[src/rtl/aer_spike_encoder.sv]
// Rate-codes one stored 8-bit sample into AER spike/tick events over a 4-phase REQ/ACK link.
// Optional macro AER_ENC_TIMEOUT_EN adds a handshake timeout that aborts the sample and sets ERR.
module aer_spike_encoder #(
  parameter int          TIME_STEP      = 8,
  parameter int          INPUT_NEURON   = 784,
  parameter int          AER_IN_WIDTH   = 12,
  parameter int          PIX_ADDR_WIDTH = 10,
  parameter logic [15:0] LFSR_SEED      = 16'hACE1,
  parameter int          ACK_TIMEOUT    = 1024
) (
  input  logic                      CLK,
  input  logic                      RST,
  input  logic                      START,
  output logic [PIX_ADDR_WIDTH-1:0] PIX_ADDR,
  input  logic [7:0]                PIX_DATA,
  output logic [AER_IN_WIDTH-1:0]   AERIN_ADDR,
  output logic                      AERIN_REQ,
  input  logic                      AERIN_ACK,
  output logic                      BUSY,
  output logic                      DONE,
  output logic                      ERR
);

  localparam int PIX_W  = (INPUT_NEURON > 1) ? $clog2(INPUT_NEURON) : 1;
  localparam int STEP_W = $clog2(TIME_STEP) + 1;
  localparam logic [PIX_W-1:0]        LAST_PIX  = PIX_W'(INPUT_NEURON - 1);
  localparam logic [STEP_W-1:0]       LAST_STEP = STEP_W'(TIME_STEP - 1);
  localparam logic [AER_IN_WIDTH-1:0] TICK_ADDR = {2'b01, {(AER_IN_WIDTH-2){1'b0}}};

  generate
    if (LFSR_SEED == 16'h0000 || ACK_TIMEOUT < 1) begin : g_bad_param
      $error("aer_spike_encoder: LFSR_SEED must be nonzero and ACK_TIMEOUT at least 1");
    end
  endgenerate

  typedef enum logic [2:0] {IDLE, FETCH, CMP, REQ_H, REQ_L, TICK_H, TICK_L, FIN} state_t;

  state_t              state;
  logic [PIX_W-1:0]    pix;
  logic [STEP_W-1:0]   step;
  logic [15:0]         lfsr;
  logic                lfsr_fb;

  assign lfsr_fb  = lfsr[0] ^ lfsr[2] ^ lfsr[3] ^ lfsr[5];
  assign PIX_ADDR = PIX_ADDR_WIDTH'(pix);

`ifdef AER_ENC_TIMEOUT_EN
  localparam int TO_W = $clog2(ACK_TIMEOUT + 1);
  logic [TO_W-1:0] to_cnt;
  logic            in_req;
  logic            in_rel;
  logic            hs_wait;
  logic            to_hit;

  assign in_req  = (state == REQ_H) || (state == TICK_H);
  assign in_rel  = (state == REQ_L) || (state == TICK_L);
  assign hs_wait = (in_req && !(AERIN_REQ && AERIN_ACK)) || (in_rel && AERIN_ACK);
  assign to_hit  = (in_req || in_rel) && (to_cnt == TO_W'(ACK_TIMEOUT - 1));
`else
  assign ERR = 1'b0;
`endif

  // The comparison uses the LFSR byte held on entry to CMP; the shift happens on the same edge.
  always_ff @(posedge CLK) begin
    if (RST) begin
      state      <= IDLE;
      pix        <= '0;
      step       <= '0;
      lfsr       <= LFSR_SEED;
      AERIN_ADDR <= '0;
      AERIN_REQ  <= 1'b0;
      BUSY       <= 1'b0;
      DONE       <= 1'b0;
`ifdef AER_ENC_TIMEOUT_EN
      to_cnt     <= '0;
      ERR        <= 1'b0;
`endif
    end else begin
      DONE <= 1'b0;
`ifdef AER_ENC_TIMEOUT_EN
      to_cnt <= '0;
`endif
      case (state)
        IDLE: begin
          if (START) begin
            BUSY  <= 1'b1;
            pix   <= '0;
            step  <= '0;
            state <= FETCH;
`ifdef AER_ENC_TIMEOUT_EN
            ERR   <= 1'b0;
`endif
          end
        end
        FETCH: state <= CMP;
        CMP: begin
          lfsr <= {lfsr_fb, lfsr[15:1]};
          if (PIX_DATA > lfsr[7:0]) begin
            AERIN_ADDR <= AER_IN_WIDTH'(pix);
            AERIN_REQ  <= ~AERIN_ACK;
            state      <= REQ_H;
          end else if (pix == LAST_PIX) begin
            pix        <= '0;
            AERIN_ADDR <= TICK_ADDR;
            AERIN_REQ  <= ~AERIN_ACK;
            state      <= TICK_H;
          end else begin
            pix   <= pix + 1'b1;
            state <= FETCH;
          end
        end
        // REQ is only raised once ACK has been seen low, so a stale ACK never completes a phase.
        REQ_H, TICK_H: begin
          if (!AERIN_REQ) begin
            AERIN_REQ <= ~AERIN_ACK;
          end else if (AERIN_ACK) begin
            AERIN_REQ <= 1'b0;
            state     <= (state == REQ_H) ? REQ_L : TICK_L;
          end
        end
        REQ_L: begin
          if (!AERIN_ACK) begin
            if (pix == LAST_PIX) begin
              pix        <= '0;
              AERIN_ADDR <= TICK_ADDR;
              AERIN_REQ  <= 1'b1;
              state      <= TICK_H;
            end else begin
              pix   <= pix + 1'b1;
              state <= FETCH;
            end
          end
        end
        TICK_L: begin
          if (!AERIN_ACK) begin
            if (step == LAST_STEP) begin
              BUSY  <= 1'b0;
              DONE  <= 1'b1;
              state <= FIN;
            end else begin
              step  <= step + 1'b1;
              state <= FETCH;
            end
          end
        end
        FIN:     state <= IDLE;
        default: state <= IDLE;
      endcase
`ifdef AER_ENC_TIMEOUT_EN
      if (to_hit) begin
        AERIN_REQ <= 1'b0;
        ERR       <= 1'b1;
        DONE      <= 1'b1;
        BUSY      <= 1'b0;
        state     <= IDLE;
      end else if (hs_wait) begin
        to_cnt <= to_cnt + 1'b1;
      end
`endif
    end
  end

endmodule
[config.mk]
export PLATFORM = sky130hd
export DESIGN_NAME = aer_spike_encoder
export DESIGN_NICKNAME = d
export VERILOG_FILES = /design/src/rtl/aer_spike_encoder.sv
export SDC_FILE = /design/constraint.sdc
export NUM_CORES = 1
export LEC_CHECK = 0
export CAP_MARGIN = 20
export CORE_MARGIN = 4
export CORE_UTILIZATION = 55
export DETAILED_ROUTE_END_ITERATION = 6
export PLACE_DENSITY = 0.81
export REMOVE_ABC_BUFFERS = 1
export SETUP_SLACK_MARGIN = 0.5
export SYNTH_ARGS = -nofsm -noshare
export SYNTH_HDL_FRONTEND = slang
export SYNTH_SLANG_ARGS = --single-unit
[constraint.sdc]
create_clock -name CLK -period 6.4 [get_ports CLK]
set_input_delay 1.28 -clock CLK [delete_from_list [all_inputs] [get_ports CLK]]
set_output_delay 1.28 -clock CLK [all_outputs]
set_load 0.02 [all_outputs]
==> flow_metrics.py <==
metrics = {
    "outcome": {
        "outcome": "finished, final reports clean",
    },
    "timing": {
        "fin_tns_setup_ps": 0,
        "fin_crit_sh_pct": 55.7,
        "fmax_mhz": 281,
        "skew_ps": 4.89,
        "slew_viol_final": 0,
        "period_needed_ps": 3560,
        "relSlewSlack_pct": 28.1,
        "finalSetupViolations": 0,
        "tightest_slew_ps": 1070,
        "hold_violations": 0,
        "grt_setup_unrepaired": "false",
    },
    "synth": {
        "ys_types": 48,
        "synthCells": 321,
        "yosys_warnings": 0,
        "synthesis.area_um2": 2540,
        "async_reset_ff_share_pct": 0,
        "ys.flop_type": "dfxtp_1",
        "synth_area_leader_cell": "dfxtp_1",
        "synth.yosys.seq_area_share_pct": 37.8,
        "ys_ff_latch": 48,
        "synth_top_area_share_pct": 37.8,
        "synth.area.top_cells": "dfxtp_1 (38%), nand2_1 (6.1%), nor2_1 (5.2%)",
        "avgSynthCellArea_um2": 7.92,
        "synth_edf_count": 0,
    },
    "hold_path": {
        "hold_depth": 2,
        "hold_class": "reg -> reg",
    },
    "finish": {
        "diodes": 0,
        "syn_to_final_growth_pct": 17.7,
        "fillers": 366,
        "final_nets": 367,
        "fin_cells": 398,
        "fin_area_um2": 2990,
        "final_core_util_pct": 67.8,
        "layout-drive-gt1-share_pct": 4.34,
    },
    "detailed_routing": {
        "drt-initial-drc-count": 180,
        "vias": 2358,
        "antenna_left": 0,
        "route.detailed.drc": 0,
        "viasPerCell": 5.92,
        "wl_per_cell_um": 14.3,
        "firstDrtPassIters": 5,
        "wl_mm": 5.69,
    },
    "flow_run": {
        "max_cap_violations": 0,
    },
    "placed_design": {
        "dpl_cell_area_um2": 2880,
        "placed_cells": 390,
        "dp_hpwl_mm": 3.97,
        "io_buffer_count": 36,
        "place.gp.congestion": 0.853,
    },
    "power_and_ir_drop": {
        "power_density_nw_per_um2": 211,
        "p_int_w": 0.000462,
        "p_leak_nw": 1.13,
        "swShare_pct": 26.9,
        "vdd.ir_drop.worst_uv": 145,
        "comb_power_share_pct": 15.3,
        "pwr-share-seq_pct": 50.3,
        "p_sw_w": 0.000170,
        "power.share.clock_pct": 34.4,
    },
    "floorplanning": {
        "core-area_um2": 4410,
        "die_w_um": 76.0,
        "die_h_um": 76.0,
        "num_io_pins": 38,
        "row_count": 24,
        "start_util_pct": 57.6,
        "dieArea_um2": 5770,
    },
    "clocking": {
        "clockBufferDepth": 2,
        "cts_made_buffers": 5,
        "clock_latency_ps": 300,
        "postCtsSetupBuffers": 0,
        "clockRootBuffer": "clkbuf_8",
        "hold_buffers": 0,
        "clock-sinks": 48,
        "clkTransAtPathRegs_ps": 90,
        "cts_resized": 0,
        "cts_tree": "yes",
        "cts.htree.levels": 2,
    },
    "global_route": {
        "grt_pass1_wl_mm": 9.78,
        "grt_pass1_vias": 2077,
        "grt-ovfl-total": 0,
        "grtUsageTotal_pct": 19.9,
        "antenna_found_initial": 0,
        "grt_max_degree": 52,
    },
    "worst_setup_path": {
        "reg2reg_depth": 8,
        "arrival_ps": 3760,
        "cp_max_fo": 13,
        "path_class": "in -> reg",
        "worstSetupEndpointType": "flop",
        "required_ps": 6600,
        "start_kind": "input pin",
    },
}
[through the flow]
step	setup slack (ps)	total power, W	hold WS [ps]
2_1_floorplan	3310	0.000386	426
3_3_place_gp	2750	0.000418	437
3_5_place_dp	2580	0.000420	450
4_1_cts	2880	0.000637	463
5_1_grt	2690	0.000664	487
6_report	2840	0.000631	463
[worst paths after layout]
| kind | from | endpoint | slack (ps) |
|---|---|---|---|
| hold / removal | lfsr[10] | lfsr[9] | 460 |
| setup / recovery | PIX_DATA[5] | AERIN_ADDR[9] | 2840 |
| setup reg to reg | lfsr[5] | AERIN_ADDR[9] | 3790 |
| hold reg to reg | lfsr[10] | lfsr[9] | 460 |
[worst max-delay path, stage by stage]
cell and delay, ps:
clkdlybuf4s50_1 400, ha_1 310, a211oi_1 230, nor2_1 110, nand4bb_1 330, o211ai_1 580, a21oi_1 210, o32ai_1 300
[synthesized netlist by cell type, drive strengths merged (3+ instances only)]
cell / count
a211o: 5
nand3: 7
nand3b: 4
nand4: 3
and2: 5
xor2: 3
nor3: 16
nand2: 41
buf: 9
dfxtp: 48
nand2b: 11
nor2: 36
xnor2: 3
a21oi: 26
or4: 3
a221o: 9
ha: 10
nand4b: 5
o211ai: 4
inv: 15
a21o: 3
a31oi: 3
clkbuf: 11
and3: 6
o21ai: 15
[cells in the final DEF, fill, tap and decap left out, types with 4 or more instances in the layout]
| cell type | instances |
|---|---|
| nand4b_1 | 5 |
| clkdlybuf4s50_1 | 36 |
| a211o_1 | 5 |
| o21ai_0 | 15 |
| nor3_1 | 15 |
| ha_1 | 10 |
| a21oi_1 | 25 |
| nand2b_1 | 11 |
| nand3_1 | 7 |
| a221o_1 | 9 |
| dfxtp_1 | 48 |
| o211ai_1 | 4 |
| clkbuf_8 | 5 |
| and3_1 | 6 |
| nand3b_1 | 4 |
| inv_1 | 14 |
| and2_1 | 5 |
| nand2_1 | 41 |
| nor2_1 | 35 |
[sequential cells by signal, summed over array words and instances, names as in the netlist]
name / count
lfsr: 16
AERIN_ADDR: 12
PIX_ADDR: 10
step: 4
state: 3
AERIN_REQ: 1
BUSY: 1
DONE: 1
[layout make-up]
type,instances,area (µm²),share of cell area (%)
clock buffers,5,68.8,2.30
clock inverters,3,42.5,1.42
inverters,15,58.8,1.97
multi-input cells,238,1430,47.7
flip-flops and latches,48,961,32.1
well taps,52,65.1,2.17
repair buffers,37,368,12.3
[power by group through the flow]
stage	logic (W)	registers (W)	clock network, W
finish	0.0000964	0.000318	0.000217
global route	0.000108	0.000320	0.000236
CTS	0.0000962	0.000318	0.000223
detailed placement	0.0000956	0.000325	0
global placement	0.0000932	0.000325	0
floorplan	0.0000618	0.000325	0
[per-layer routing]
metal / GRT usage (%) / vias to the layer above / part of all wire [%]
met3: 4.14 / 6 / 4.8
met2: 29.4 / 53 / 46
met5: 0 / - / 0
met1: 29.0 / 1129 / 48
met4: 6.05 / 0 / 1.3
li1: - / 1170 / -
[cell families after synthesis]
family,count (synthesis),synth area share [%]
other,1,0.148
DFF,48,37.8
and+or+nand+nor,146,28.9
AOI/OAI and AO/OA,73,19.4
buffers and inverters,35,6.01
adders and majority gates,10,4.92
xor gates and xnor gates,6,2.07
muxes,2,0.788
Power figures use the tool's default switching activity.
